[src/rtl/mem_access_seq.sv]
// Multicycle load/store sequencer: read, capture, then write back (stores) or register the load result.
// Optional macro MEM_ALIGN_CHECK_EN rejects misaligned word/half accesses like an illegal tipo.
module mem_access_seq #(
  parameter int MEM_LAT = 2
) (
  input  logic        clk,
  input  logic        reset,
  input  logic        req,
  input  logic [3:0]  tipo,
  input  logic [63:0] addr,
  input  logic [63:0] wdata,
  output logic        busy,
  output logic        done,
  output logic        err,
  output logic [63:0] rdata,
  output logic [63:0] mem_addr,
  output logic        mem_rd,
  output logic        mem_wr,
  output logic [63:0] mem_wdata,
  input  logic [63:0] mem_rdata,
  output logic [3:0]  fmt_tipo,
  output logic [63:0] fmt_reg,
  output logic [63:0] fmt_mem,
  input  logic [63:0] fmt_res
);

  typedef enum logic [2:0] {
    S_IDLE,
    S_READ,
    S_WAIT,
    S_CAPT,
    S_LOAD,
    S_WRITE
  } state_t;

  localparam logic [3:0] WAIT_LAST = (MEM_LAT >= 2) ? 4'(MEM_LAT - 2) : 4'd0;
  localparam bit         SKIP_WAIT = (MEM_LAT <= 1);

  state_t      state_q, state_d;
  logic [3:0]  cnt_q, cnt_d;
  logic [3:0]  tipo_q, tipo_d;
  logic [63:0] addr_q, addr_d;
  logic [63:0] wdata_q, wdata_d;
  logic [63:0] fmem_q, fmem_d;
  logic [63:0] rdata_q, rdata_d;
  logic        done_q, done_d;
  logic        err_q, err_d;

  logic tipo_legal;
  logic misaligned;

  assign tipo_legal = (tipo <= 4'd8);

`ifdef MEM_ALIGN_CHECK_EN
  // Word codes: SW, LW, LWU. Half codes: SH, LH, LHU.
  assign misaligned = (((tipo == 4'd0) || (tipo == 4'd3) || (tipo == 4'd8)) && (addr[1:0] != 2'b00)) ||
                      (((tipo == 4'd1) || (tipo == 4'd4) || (tipo == 4'd7)) && addr[0]);
`else
  assign misaligned = 1'b0;
`endif

  always_comb begin
    state_d = state_q;
    cnt_d   = cnt_q;
    tipo_d  = tipo_q;
    addr_d  = addr_q;
    wdata_d = wdata_q;
    fmem_d  = fmem_q;
    rdata_d = rdata_q;
    done_d  = 1'b0;
    err_d   = 1'b0;
    case (state_q)
      S_IDLE: begin
        if (req) begin
          if (!tipo_legal || misaligned) begin
            done_d = 1'b1;
            err_d  = 1'b1;
          end else begin
            tipo_d  = tipo;
            addr_d  = addr;
            wdata_d = wdata;
            state_d = S_READ;
          end
        end
      end
      S_READ: begin
        cnt_d   = 4'd0;
        state_d = SKIP_WAIT ? S_CAPT : S_WAIT;
      end
      S_WAIT: begin
        cnt_d = cnt_q + 4'd1;
        if (cnt_q == WAIT_LAST) state_d = S_CAPT;
      end
      S_CAPT: begin
        fmem_d  = mem_rdata;
        state_d = (tipo_q >= 4'd3) ? S_LOAD : S_WRITE;
      end
      S_LOAD: begin
        rdata_d = fmt_res;
        done_d  = 1'b1;
        state_d = S_IDLE;
      end
      S_WRITE: begin
        done_d  = 1'b1;
        state_d = S_IDLE;
      end
      default: state_d = S_IDLE;
    endcase
  end

  always_ff @(posedge clk) begin
    if (!reset) begin
      state_q <= S_IDLE;
      cnt_q   <= '0;
      tipo_q  <= '0;
      addr_q  <= '0;
      wdata_q <= '0;
      fmem_q  <= '0;
      rdata_q <= '0;
      done_q  <= 1'b0;
      err_q   <= 1'b0;
    end else begin
      state_q <= state_d;
      cnt_q   <= cnt_d;
      tipo_q  <= tipo_d;
      addr_q  <= addr_d;
      wdata_q <= wdata_d;
      fmem_q  <= fmem_d;
      rdata_q <= rdata_d;
      done_q  <= done_d;
      err_q   <= err_d;
    end
  end

  // Memory strobes decode straight from state; address and write data are gated to 0 when idle.
  assign busy      = (state_q != S_IDLE);
  assign mem_rd    = (state_q == S_READ);
  assign mem_wr    = (state_q == S_WRITE);
  assign mem_addr  = busy ? addr_q : 64'd0;
  assign mem_wdata = mem_wr ? fmt_res : 64'd0;
  assign done      = done_q;
  assign err       = err_q;
  assign rdata     = rdata_q;
  assign fmt_tipo  = tipo_q;
  assign fmt_reg   = wdata_q;
  assign fmt_mem   = fmem_q;

endmodule

[config.mk]
export PLATFORM = sky130hd
export DESIGN_NAME = mem_access_seq
export DESIGN_NICKNAME = d
export VERILOG_FILES = /design/src/rtl/mem_access_seq.sv
export SDC_FILE = /design/constraint.sdc
export NUM_CORES = 1
export LEC_CHECK = 0
export ABC_AREA = 0
export BUFFER_PORTS_ARGS = -buffer_cell sky130_fd_sc_hd__buf_2
export CAP_MARGIN = 20
export CELL_PAD_IN_SITES_DETAIL_PLACEMENT = 1
export CELL_PAD_IN_SITES_GLOBAL_PLACEMENT = 1
export CORE_AREA = 8 8 221 223
export CTS_CLUSTER_DIAMETER = 30
export DETAILED_ROUTE_END_ITERATION = 10
export DIE_AREA = 0 0 229 231
export GPL_ROUTABILITY_DRIVEN = 0
export MAX_ROUTING_LAYER = met4
export PLACE_DENSITY = 0.72
export REMOVE_ABC_BUFFERS = 1
export SLEW_MARGIN = 20
export SYNTH_ARGS = -nofsm -noshare
export SYNTH_HDL_FRONTEND = slang
export SYNTH_SLANG_ARGS = --single-unit
[constraint.sdc]
create_clock -name clk -period 1.73 [get_ports clk]
set_clock_uncertainty 0.1 [all_clocks]
set_input_delay 0.2595 -clock clk [delete_from_list [all_inputs] [get_ports clk]]
set_output_delay 0.2595 -clock clk [all_outputs]
set_load 0.02 [all_outputs]
==> summary.txt <==
Global routing
  – Total GRT Usage: 0.2396
  – Number of global-route vias before repair: around 15000
  – Largest net degree at the start of global routing: 90
  – Global-route wire length before repair: 97.08 mm
  – Initial antenna violation count: 5
  – Total grt overflow: 0

Timing
  – Max-slew violations: 0
  – Slew of the pin with the lowest slew margin: about 0.40 ns
  – Fmax: 448.1 MHz
  – Min Tclk post-route: roughly 2.2 ns
  – Unrepaired setup endpoints after global routing: true
  – Worst setup margin: -0.5019 ns
  – Setup violators final: approximately 260
  – Slew Limit Headroom: 0.7340
  – Final Hold Fails: 0
  – Final period util: 1.290

Critical path
  – CP endpoint: mem_addr[37]
  – Critical path class: flip-flop to primary output
  – Worst EP arrival: approximately 1.9 ns
  – Worst reg2reg startpoint: state_q[2]$_SDFFE_PN0P_
  – Worst-path maximum fanout: 17
  – Critical Path Source Type: flip-flop
  – Reg2reg end: fmt_reg[54]$_SDFFE_PN0P_
  – R2r setup slk: -0.26 ns
  – CP endpoint kind: primary output
  – Crit path from: state_q[2]$_SDFFE_PN0P_
  – Crit path required time: roughly 1.4 ns
  – Worst R2R Path Depth: 8

Clocking
  – CTS Buf Count: 74
  – CTS tree: built
  – Clk root buf: clkbuf_16
  – Htree depth: 3
  – # clock sinks: roughly 270
  – Worst-path clk slew: 0.04 ns
  – Worst-skew pair later-pin latency: about 0.57 ns
  – Clock tree buffer depth: 3

Route
  – Vias: between 10000 and 15000
  – DRC violations left: 0
  – Routed len/inst: roughly 24 um
  – Initial DRC count: between 900 and 1000
  – Vias/cell: between 4 and 5
  – Detailed Route WL: slightly above 70 mm
  – DRT antenna net count: 0
  – Number of iterations in the first detailed-routing pass: 8

Die
  – # rows: 78
  – Starting Density: 0.2434
  – Core area: 0.04509 mm^2
  – Io pins: 592
  – Height of the chip: 231 um
  – Die footprint: approximately 0.053 mm^2
  – Die W: 229 um

Pwr
  – Comb pwr share: 0.200
  – Overall power: 26.30 mW
  – Clock power frac: 0.534
  – Sw frac: 0.2848
  – PwrDens: 1195 mW/mm^2
  – Leak Pwr: between 10 and 15 nW
  – Flop pwr share: 0.265
  – Peak supply drop: approximately 0.7 mV
  – Internal: 18.81 mW
  – P_sw: 7.489 mW

Status
  – Violated checks: setup timing
  – Status: finished with violations

Placed design
  – DP Wirelength: ~36 mm
  – Placed Area: 0.01483 mm^2
  – Placed Cells: approximately 2500
  – # port buffers: 591

Flow run
  – Max Cap Viol: 0

Logic synthesis
  – Syn. warnings: 0
  – Largest area contributor in the netlist: dfxtp_1
  – EDFF count, synth: 0
  – Cells after Synth: approximately 1300
  – Synth area leaders: dfxtp_1 49%, nand2_1 18%, mux2i_1 12%
  – Post-synthesis register bit count: between 200 and 300
  – Sequential area share after synthesis: 0.4907
  – Yosys cell types: 39
  – Synth top area share: 0.4907
  – Mapped Area: ~0.011 mm^2
  – Main synth FF type: dfxtp_1
  – Post-Syn Area per Cell: ~8.2 um^2
  – Ys async rst share: 0

Final layout
  – Area grow syn2layout: 100.5%
  – Non-Filler Instances: ~3000
  – Fin nets: around 2500
  – Most common cell after layout, fill and taps aside: nand2_1
  – Fin area: around 0.022 mm^2
  – Layout cell share with drive strength beyond 1: 0.4009
  – Fin util: 0.4881
  – Most frequent cells in the layout: 520 x nand2_1, 503 x buf_2, 272 x dlygate4sd3_1

Worst hold path
  – Hold/Removal Path Class: input pin to flip-flop
## logic make-up (layout without fill, tap and decap cells)
group,count (synthesis),after routing,synth area share
AOI/OAI and AO/OA,148,148,0.07000
xor gates and xnor gates,1,1,0.0007982
and+or+nand+nor,675,675,0.2670
other,0,4,0
adders and majority gates,2,2,0.002280
buffers and inverters,111,1110,0.05062
DFF,269,269,0.4907
muxes,130,130,0.1186
## critical path: stages (launching register included)
cell	delay, ns
dfxtp_4	0.36
nor3_4	0.25
inv_4	0.11
clkbuf_16	0.22
and2_1	0.19
buf_2	0.16
## power by group through the flow
stage                     Sequential, mW  Clock, mW  Combinational, mW
after detailed placement            7.00          0               3.41
after global routing                7.01       14.6               5.50
final                               6.98       14.1               5.26
after global placement              6.98          0               3.33
after floorplan                     7.31          0               1.55
after CTS                           6.92       14.1               4.39
## metal layers
layer	up-vias	track usage	share of wire
met4	0	0.1174	0.055
met5	-	-	0
met1	6848	0.2472	0.36
met3	199	0.06488	0.080
li1	6196	-	-
met2	821	0.4196	0.50
## how the worst min path moves through the flow
| stage | from | endpoint | slack (ns) | cells after the start |
|---|---|---|---|---|
| 3_3_place_gp | addr_q[36]$_SDFFE_PN0P_ | addr_q[36]$_SDFFE_PN0P_ | 0.34 | 2 |
| 5_1_grt | tipo[1] | state_q[2]$_SDFFE_PN0P_ | 0.15 | 5 |
| 6_report | tipo[1] | state_q[2]$_SDFFE_PN0P_ | 0.15 | 5 |
| 2_1_floorplan | reset | cnt_q[0]$_SDFFE_PN0P_ | 0.28 | 1 |
| 4_1_cts | tipo[0] | state_q[2]$_SDFFE_PN0P_ | 0.06 | 5 |
| 3_5_place_dp | rdata[22]$_SDFFE_PN0N_ | rdata[22]$_SDFFE_PN0N_ | 0.34 | 2 |
## area by class of cell
class                   instances  area [um^2]
diodes                          4        10.01
clock inverters                34        425.4
well taps                     600        750.7
clock buffers                 102         2138
multi-input cells             956         5461
repair buffers                968         7801
fillers                      5130        23080
flip-flops and latches        269         5394
inverters                       6        27.53
## repair_timing
item	4_1_cts	5_1_grt
cloned	15	10
endpoints found under the setup margin	203	278
pin swaps	4	39
buffers inserted	12	23
resized for setup	151	200
hold endpoints to repair	262	0
hold buffers	272	0
## through the flow
step	setup WS, ns	setup TNS, ns	hold WS [ns]
4_1_cts	-0.5839	-85.68	0.05966
5_1_grt	-0.5646	-93.49	0.1488
6_report	-0.5019	-78.38	0.1487
3_5_place_dp	-0.07976	-2.573	0.3435
3_3_place_gp	-0.02219	-0.8991	0.3377
2_1_floorplan	-3.980	-845.97	0.2770
## synthesized netlist by cell type (5+ instances only)
cell type	n
a21oi_1	135
and2_1	129
buf_8	7
buf_1	16
mux2i_1	130
nand2_1	520
nor2_1	5
buf_4	6
inv_1	5
dfxtp_1	269
buf_2	11
clkbuf_1	63
Power figures use the tool's default switching activity.
